[src/rtl/wb_pkg.sv]
// Shared types and constants for the register-file write-port arbiter.
package wb_pkg;

   localparam int ADDR_W_DEF = 5;
   localparam int DATA_W_DEF = 32;
   localparam int CNT_W      = 4;

   typedef enum logic [1:0] {SRC_NONE, SRC_PIPE, SRC_MDU, SRC_LSU} wb_src_e;
   typedef enum logic {ST_NORMAL, ST_FORCE} arb_state_e;

   localparam logic [ADDR_W_DEF-1:0] REG_ZERO = '0;

endpackage

[src/rtl/wb_rr_pick2.sv]
// Two-way round-robin picker: ptr chooses the winner only when both request.
module wb_rr_pick2 (
   input  logic [1:0] req,
   input  logic       ptr,
   output logic [1:0] gnt
);

   always_comb begin
      gnt = req;
      if (&req) gnt = ptr ? 2'b10 : 2'b01;
   end

endmodule

[src/rtl/wb_port_arbiter.sv]
// Register-file write-port arbiter: pipeline first, MDU/LSU round-robin, starvation-forced slot.
// Optional WB_STATS_EN adds stat_conflict / stat_forced counters.
//
// state     | meaning
// ----------+-----------------------------------------------------------
// ST_NORMAL | pipeline has priority; secondaries use idle pipeline slots
// ST_FORCE  | pipeline stalled one cycle; a waiting secondary retires
module wb_port_arbiter
   import wb_pkg::*;
#(
   parameter int DATA_W       = DATA_W_DEF,
   parameter int ADDR_W       = ADDR_W_DEF,
   parameter int STARVE_LIMIT = 4
) (
   input  logic              clk,
   input  logic              rst_n,
   input  logic              pipe_valid,
   input  logic [ADDR_W-1:0] pipe_rd,
   input  logic [DATA_W-1:0] pipe_data,
   output logic              pipe_stall,
   input  logic              mdu_valid,
   input  logic [ADDR_W-1:0] mdu_rd,
   input  logic [DATA_W-1:0] mdu_data,
   output logic              mdu_ready,
   input  logic              lsu_valid,
   input  logic [ADDR_W-1:0] lsu_rd,
   input  logic [DATA_W-1:0] lsu_data,
   output logic              lsu_ready,
   output logic              rf_we,
   output logic [ADDR_W-1:0] rf_waddr,
   output logic [DATA_W-1:0] rf_wdata
`ifdef WB_STATS_EN
   ,
   output logic [31:0]       stat_conflict,
   output logic [31:0]       stat_forced
`endif
);

   localparam logic [CNT_W-1:0] LIMIT = CNT_W'(STARVE_LIMIT);

   arb_state_e        state_q, state_d;
   logic [CNT_W-1:0]  wait_cnt_q, wait_cnt_d;
   logic              rr_ptr_q, rr_ptr_d;
   logic              rf_we_q, rf_we_d;
   logic [ADDR_W-1:0] rf_waddr_q, rf_waddr_d;
   logic [DATA_W-1:0] rf_wdata_q, rf_wdata_d;

   logic [1:0]        sec_req, sec_gnt;
   logic              sec_slot;
   wb_src_e           win_src;
   logic [ADDR_W-1:0] win_rd;
   logic [DATA_W-1:0] win_data;

   assign sec_req = {lsu_valid, mdu_valid};

   wb_rr_pick2 u_pick (
      .req (sec_req),
      .ptr (rr_ptr_q),
      .gnt (sec_gnt)
   );

   always_ff @(posedge clk or negedge rst_n) begin
      if (!rst_n) begin
         state_q    <= ST_NORMAL;
         wait_cnt_q <= '0;
         rr_ptr_q   <= 1'b0;
         rf_we_q    <= 1'b0;
         rf_waddr_q <= '0;
         rf_wdata_q <= '0;
      end else begin
         state_q    <= state_d;
         wait_cnt_q <= wait_cnt_d;
         rr_ptr_q   <= rr_ptr_d;
         rf_we_q    <= rf_we_d;
         rf_waddr_q <= rf_waddr_d;
         rf_wdata_q <= rf_wdata_d;
      end
   end

   always_comb begin
      state_d    = state_q;
      wait_cnt_d = wait_cnt_q;
      rr_ptr_d   = rr_ptr_q;
      win_src    = SRC_NONE;
      win_rd     = pipe_rd;
      win_data   = pipe_data;

      sec_slot = (state_q == ST_FORCE) || !pipe_valid;
      if (!sec_slot)       win_src = SRC_PIPE;
      else if (sec_gnt[0]) win_src = SRC_MDU;
      else if (sec_gnt[1]) win_src = SRC_LSU;

      case (win_src)
         SRC_MDU: begin win_rd = mdu_rd; win_data = mdu_data; end
         SRC_LSU: begin win_rd = lsu_rd; win_data = lsu_data; end
         default: ;
      endcase

      if (win_src == SRC_MDU || win_src == SRC_LSU) begin
         wait_cnt_d = '0;
         rr_ptr_d   = (win_src == SRC_MDU);
      end else if (|sec_req) begin
         wait_cnt_d = (wait_cnt_q == LIMIT) ? LIMIT : wait_cnt_q + CNT_W'(1);
      end else begin
         wait_cnt_d = '0;
      end

      case (state_q)
         ST_NORMAL: if (wait_cnt_d == LIMIT) state_d = ST_FORCE;
         ST_FORCE:  state_d = ST_NORMAL;
         default:   state_d = ST_NORMAL;
      endcase

      // a grant to x0 still loads the address/data registers but never writes
      rf_we_d    = (win_src != SRC_NONE) && (win_rd != ADDR_W'(REG_ZERO));
      rf_waddr_d = (win_src != SRC_NONE) ? win_rd   : rf_waddr_q;
      rf_wdata_d = (win_src != SRC_NONE) ? win_data : rf_wdata_q;
   end

   assign pipe_stall = (state_q == ST_FORCE);
   assign mdu_ready  = rst_n && (win_src == SRC_MDU);
   assign lsu_ready  = rst_n && (win_src == SRC_LSU);
   assign rf_we      = rf_we_q;
   assign rf_waddr   = rf_waddr_q;
   assign rf_wdata   = rf_wdata_q;

`ifdef WB_STATS_EN
   logic [31:0] stat_conflict_q, stat_conflict_d;
   logic [31:0] stat_forced_q, stat_forced_d;

   always_ff @(posedge clk or negedge rst_n) begin
      if (!rst_n) begin
         stat_conflict_q <= '0;
         stat_forced_q   <= '0;
      end else begin
         stat_conflict_q <= stat_conflict_d;
         stat_forced_q   <= stat_forced_d;
      end
   end

   always_comb begin
      stat_conflict_d = stat_conflict_q;
      stat_forced_d   = stat_forced_q;
      if (state_q == ST_NORMAL && pipe_valid && |sec_req)
         stat_conflict_d = stat_conflict_q + 32'd1;
      if (state_q == ST_FORCE)
         stat_forced_d = stat_forced_q + 32'd1;
   end

   assign stat_conflict = stat_conflict_q;
   assign stat_forced   = stat_forced_q;
`endif

endmodule

[config.mk]
export PLATFORM = sky130hd
export DESIGN_NAME = wb_port_arbiter
export DESIGN_NICKNAME = d
export VERILOG_FILES = /design/src/rtl/wb_pkg.sv /design/src/rtl/wb_rr_pick2.sv /design/src/rtl/wb_port_arbiter.sv
export SDC_FILE = /design/constraint.sdc
export NUM_CORES = 1
export LEC_CHECK = 0
export BUFFER_PORTS_ARGS = -buffer_cell sky130_fd_sc_hd__buf_2
export CAP_MARGIN = 10
export CORE_ASPECT_RATIO = 0.5
export CORE_MARGIN = 4
export CORE_UTILIZATION = 40
export CTS_BUF_LIST = sky130_fd_sc_hd__clkbuf_4 sky130_fd_sc_hd__clkbuf_8
export DETAILED_ROUTE_END_ITERATION = 10
export PLACE_DENSITY = 0.75
export SYNTH_ARGS = -nofsm -noshare
export SYNTH_HDL_FRONTEND = slang
export SYNTH_SLANG_ARGS = --single-unit
[constraint.sdc]
create_clock -name clk -period 2.4 [get_ports clk]
set_clock_uncertainty 0.2 [all_clocks]
set_input_delay 0.72 -clock clk [delete_from_list [all_inputs] [get_ports clk]]
set_output_delay 0.72 -clock clk [all_outputs]
set_load 0.005 [all_outputs]
==> impl_metrics.env, run 1 <==
export IMPL_worstSetupPathType="input pin to output port"
export IMPL_rsz0062_at_grt="no"
export IMPL_ios=157
export IMPL_fp_dieW_um=112
export IMPL_post_cts_resized=0
export IMPL_wl_met3_um=554
export IMPL_drtIter0Drc=155
export IMPL_drc=0
export IMPL_dieArea_um2=6730
export IMPL_nets=521
export IMPL_dp_cells=466
export IMPL_rows=18
export IMPL_htree_levels=2
export IMPL_final_common_cell="buf_2"
export IMPL_grt_pass1_wl_um=10600
export IMPL_final_antenna_net_count=0
export IMPL_cts_sinks=44
export IMPL_port_buffers=156
export IMPL_die_h_um=60.0
export IMPL_cts_buffers=5
export IMPL_clock_path_buffers=2
export IMPL_p_int_mw=1.31
export IMPL_yosysUniqueCellTypes=25
export IMPL_syn_nets=360
export IMPL_tightestPinTransition_ns=0.630
export IMPL_p_seq_share_pct=48.7
export IMPL_final_hold_viol_count=0
export IMPL_avgViaCountPerCell=5.27
export IMPL_setup_viol=0
export IMPL_critPathRequiredTime_ns=1.48
export IMPL_initial_utilization_pct=42.7
export IMPL_cts_tree="built"
export IMPL_worstSetupEndpointType="output port"
export IMPL_dpl_hpwl_um=5560
export IMPL_drt_pre_antenna_iters=4
export IMPL_num_vias=2499
export IMPL_fmax_mhz=438
export IMPL_critPathArrivalTime_ns=1.36
export IMPL_cp_max_fo=3
export IMPL_antenna_found_initial=0
export IMPL_drive_gt1_share_pct=45.8
export IMPL_n_antenna_cell=0
export IMPL_cts_root_buf="clkbuf_8"
export IMPL_clock_latency_ns=0.29
export IMPL_holdWs_ns=0.186
export IMPL_maxCapViolCount=0
export IMPL_syn_to_final_growth_pct=47.5
export IMPL_hp_class="input pin to async pin"
export IMPL_wl_per_cell_um=14.6
export IMPL_core_area_um2=5070
export IMPL_grt_pass1_vias=2494
export IMPL_wl_met1_um=2630
export IMPL_tns_ns=0
export IMPL_syn_avg_cell_area_um2=8.95
export IMPL_place_gp_congestion=0.925
export IMPL_clk_pin_slew_worst_paths_ns=0.08
export IMPL_layout_common_cells="156 x buf_2, 44 x dfrtp_1, 41 x nor2_1"
export IMPL_start_kind="input pin"
export IMPL_ir_drop_v=0.000303
export IMPL_cts_hold_buf=0
export IMPL_syn_cell_area_um2=2170
export IMPL_grt_util_all_layers_pct=19.6
export IMPL_ys_warn_count=0
export IMPL_p_leak_nw=1.65
export IMPL_synth_cells=242
export IMPL_fin_crit_ns=2.28
export IMPL_wl_met2_um=3600
export IMPL_swShare_pct=27.3
export IMPL_seq_area_frac_synth_pct=50.8
export IMPL_powerDensity_nw_per_um2=563
export IMPL_comb_power_share_pct=24.1
export IMPL_grt_max_degree=32
export IMPL_maxUsedRoutingLayer="met4"
export IMPL_ys_ff_latch=44
export IMPL_routed_wirelength_um=6930
export IMPL_instances_no_fill=474
export IMPL_cts_setup_buffers=0
export IMPL_relSlewSlack_pct=57.5
export IMPL_fin_crit_sh_pct=95.2
export IMPL_p_sw_uw=490
export IMPL_status="finished clean"
export IMPL_overflow=0
export IMPL_drv_slew=0
export IMPL_clkPwrFrac_pct=27.3
state kept, by name (all words and copies together), names as in the netlist:
| register | count |
|---|---|
| rf_wdata | 32 |
| wait_cnt_q | 4 |
| rf_we | 1 |
| pipe_stall | 1 |
| rf_waddr | 5 |
| rr_ptr_q | 1 |
critical path, stage by stage:
cell and delay, ns:
buf_2 0.10, nand2b_1 0.09, and3_1 0.22, and2_1 0.13
buf_2 0.10
final cells by class:
class / instances / area, µm²
timing repair buffer: 174 / 916
clock buffer: 8 / 97.6
fill: 441 / 1870
sequential: 44 / 1100
tap: 70 / 87.6
inverter: 4 / 15.0
multi-input combinational: 174 / 978
per-layer routing:
metal | up-vias | global-route usage, %
met5 | - | 0
met1 | 1191 | 21.5
li1 | 1198 | -
met4 | 0 | 7.02
met2 | 95 | 38.2
met3 | 15 | 4.85
through the flow:
stage	util, %	setup WS [ns]	power, mW	cell area (µm²)
6_report	63.1	0.116	1.80	3200
5_1_grt	63.1	0.0626	1.90	3200
4_1_cts	63.1	0.107	1.82	3200
3_5_place_dp	61.1	0.0373	1.33	3100
3_3_place_gp	61.1	0.124	1.31	3100
2_1_floorplan	-	0.00730	1.07	2170
final timing paths:
path	startpoint	to	slack, ns	cells after the start
min in group clk	wait_cnt_q[0]$_DFF_PN0_	wait_cnt_q[0]$_DFF_PN0_	0.30	1
worst min register to register	wait_cnt_q[0]$_DFF_PN0_	wait_cnt_q[0]$_DFF_PN0_	0.30	1
worst max-delay path	pipe_valid	lsu_ready	0.12	5
worst max register to register	pipe_stall$_DFF_PN0_	rf_we$_DFF_PN0_	0.35	6
worst min-delay path	rst_n	wait_cnt_q[3]$_DFF_PN0_	0.19	2
max in group asynchronous	rst_n	rf_wdata[20]$_DFFE_PN0P_	1.44	2
power groups by stage:
| stage | clock (mW) | sequential, mW | combinational (mW) |
|---|---|---|---|
| 2_1_floorplan | 0 | 0.893 | 0.174 |
| 3_3_place_gp | 0 | 0.886 | 0.427 |
| 3_5_place_dp | 0 | 0.888 | 0.439 |
| 4_1_cts | 0.503 | 0.875 | 0.439 |
| 5_1_grt | 0.533 | 0.887 | 0.482 |
| 6_report | 0.491 | 0.876 | 0.433 |
synthesized netlist by cell type:
library cell	n	share of area, %
inv_1	4	0.69
nor3_2	1	0.46
a21o_1	1	0.35
buf_1	3	0.52
a222oi_1	5	2.3
nand2_1	35	6.1
and2_1	2	0.58
nor3b_1	1	0.35
nor2b_1	1	0.29
dfrtp_1	44	51
and3_1	3	0.87
nor2_1	41	7.1
a221oi_1	32	13
a31oi_1	1	0.29
a31o_2	1	0.40
nand2b_1	2	0.58
nor3_1	1	0.23
o21ai_0	2	0.46
xnor2_1	2	0.81
ha_1	2	1.2
or3_1	1	0.29
nand3_1	1	0.23
a21oi_1	39	9.0
clkbuf_1	13	2.3
buf_2	4	0.92
cell families after synthesis:
| family | share of synthesized area (%) |
|---|---|
| AND/OR/NAND/NOR | 17.0 |
| AO/OA/AOI/OAI | 25.8 |
| flip-flops | 50.8 |
| buffers and inverters | 4.39 |
| XOR/XNOR | 0.809 |
| adder cells (fa/ha/maj) | 1.16 |
(Power assumes the default switching activity.)
==> run 2: changes to the inputs <==
Settings changed: CORE_UTILIZATION 40 to 36, PLACE_DENSITY 0.75 to 0.68.
==> run 2 against run 1 <==
Against the previous run: clock-buffer cell count is 2 lower; setup slack worse by 0.057 ns; critical path type unchanged; critical endpoint unchanged; first-iteration DRC count decreased by 18%; sequential cell count unchanged; highest routed layer unchanged; cell area decreased by 0.23%; register-to-register slack improved by 0.05 ns; sequential power about the same; critical path depth unchanged; fmax shrank 2.4%; clock power down 4%; final cell count is 0.42% higher.
==> impl_metrics.env, run 2 (synthesis results as in run 1) <==
export IMPL_final_common_cell="buf_2"
export IMPL_grt_max_degree=45
export IMPL_p_int_mw=1.28
export IMPL_n_antenna_cell=0
export IMPL_htree_levels=2
export IMPL_clk_pin_slew_worst_paths_ns=0.08
export IMPL_instances_no_fill=476
export IMPL_grt_pass1_wl_um=11200
export IMPL_p_leak_nw=1.64
export IMPL_tns_ns=0
export IMPL_tightestPinTransition_ns=0.687
export IMPL_worstSetupEndpointType="output port"
export IMPL_hp_class="register to register"
export IMPL_comb_power_share_pct=24.4
export IMPL_cts_sinks=44
export IMPL_initial_utilization_pct=38.3
export IMPL_port_buffers=156
export IMPL_start_kind="input pin"
export IMPL_dpl_hpwl_um=5600
export IMPL_p_sw_uw=501
export IMPL_min_path_cells=1
export IMPL_fin_crit_ns=2.34
export IMPL_final_antenna_net_count=0
export IMPL_critPathRequiredTime_ns=1.48
export IMPL_dp_cells=468
export IMPL_num_vias=2451
export IMPL_cts_tree="built"
export IMPL_fin_crit_sh_pct=97.5
export IMPL_ios=157
export IMPL_clkPwrFrac_pct=26.6
export IMPL_antenna_found_initial=0
export IMPL_maxCapViolCount=0
export IMPL_cts_root_buf="clkbuf_8"
export IMPL_relSlewSlack_pct=53.7
export IMPL_grt_pass1_vias=2424
export IMPL_largest_reg_flops=32
export IMPL_place_gp_congestion=0.789
export IMPL_powerDensity_nw_per_um2=558
export IMPL_die_h_um=62.8
export IMPL_drt_pre_antenna_iters=5
export IMPL_worstSetupPathType="input pin to output port"
export IMPL_routed_wirelength_um=7010
export IMPL_wl_per_cell_um=14.7
export IMPL_r2r_cells=6
export IMPL_ir_drop_v=0.000235
export IMPL_drtIter0Drc=127
export IMPL_drv_slew=0
export IMPL_clock_latency_ns=0.29
export IMPL_drc=0
export IMPL_grt_util_all_layers_pct=18.0
export IMPL_cp_max_fo=3
export IMPL_cts_hold_buf=0
export IMPL_setup_viol=0
export IMPL_dieArea_um2=7400
export IMPL_critPathArrivalTime_ns=1.42
export IMPL_overflow=0
export IMPL_p_seq_share_pct=49.1
export IMPL_rsz0062_at_grt="no"
export IMPL_swShare_pct=28.1
export IMPL_clock_path_buffers=2
export IMPL_cts_buffers=5
export IMPL_final_hold_viol_count=0
export IMPL_avgViaCountPerCell=5.15
export IMPL_nets=520
export IMPL_fmax_mhz=427
export IMPL_layout_common_cells="156 x buf_2, 44 x dfrtp_1, 41 x nor2_1"
export IMPL_syn_to_final_growth_pct=47.2
export IMPL_drive_gt1_share_pct=45.9
export IMPL_status="finished clean"
export IMPL_fp_dieW_um=118
export IMPL_core_area_um2=5660
export IMPL_rows=19
## run 2: power by group through the flow
stage | Combinational, mW | Clock [mW] | Sequential [mW]
finish | 0.434 | 0.473 | 0.873
global route | 0.483 | 0.519 | 0.885
CTS | 0.441 | 0.491 | 0.874
detailed placement | 0.440 | 0 | 0.887
global placement | 0.427 | 0 | 0.885
floorplan | 0.174 | 0 | 0.893
## run 2: worst max-delay path, stage by stage
cell,delay (ns)
buf_2,0.09
nand2b_1,0.08
and3_2,0.24
and2_1,0.18
buf_2,0.13
## run 2: area by class of cell
class	instances	area, µm²
clock buffer	6	82.6
clock inverter	2	10.0
fill	533	2470
inverter	4	15.0
multi-input combinational	174	980
sequential	44	1100
tap	73	91.3
timing repair buffer	173	908
## run 2: repair_timing
item                       in CTS  in global routing
buffers inserted                0                  0
gates resized for setup         0                  1
setup endpoints to repair       0                  1
## run 2: metrics by stage
step | cell area (µm²) | util (%) | hold WS (ns) | worst slack, ns | power [mW]
2_1_floorplan | 2170 | - | 0.224 | 0.00730 | 1.07
3_3_place_gp | 3090 | 54.7 | 0.277 | 0.0935 | 1.31
3_5_place_dp | 3090 | 54.7 | 0.285 | 0.0441 | 1.33
4_1_cts | 3190 | 56.3 | 0.303 | 0.0391 | 1.81
5_1_grt | 3190 | 56.3 | 0.330 | 0.00548 | 1.89
6_report | 3190 | 56.3 | 0.305 | 0.0590 | 1.78
## run 2: routing by layer
metal,GRT usage (%),vias to the layer above,routed length (µm)
met2,33.5,90,3690
met1,21.7,1162,2880
met4,3.36,0,14
li1,-,1197,-
met3,4.07,2,427
met5,0,-,0
## run 2: worst paths after layout
path / slack, ns / to / startpoint
min in group asynchronous: 0.31 / rf_wdata[4]$_DFFE_PN0P_ / rst_n
hold reg to reg: 0.30 / rr_ptr_q$_DFFE_PN0N_ / rr_ptr_q$_DFFE_PN0N_
hold / removal: 0.30 / rr_ptr_q$_DFFE_PN0N_ / rr_ptr_q$_DFFE_PN0N_
setup / recovery: 0.06 / lsu_ready / pipe_valid
setup reg to reg: 0.40 / rf_we$_DFF_PN0_ / pipe_stall$_DFF_PN0_
max in group asynchronous: 1.31 / rf_wdata[10]$_DFFE_PN0P_ / rst_n
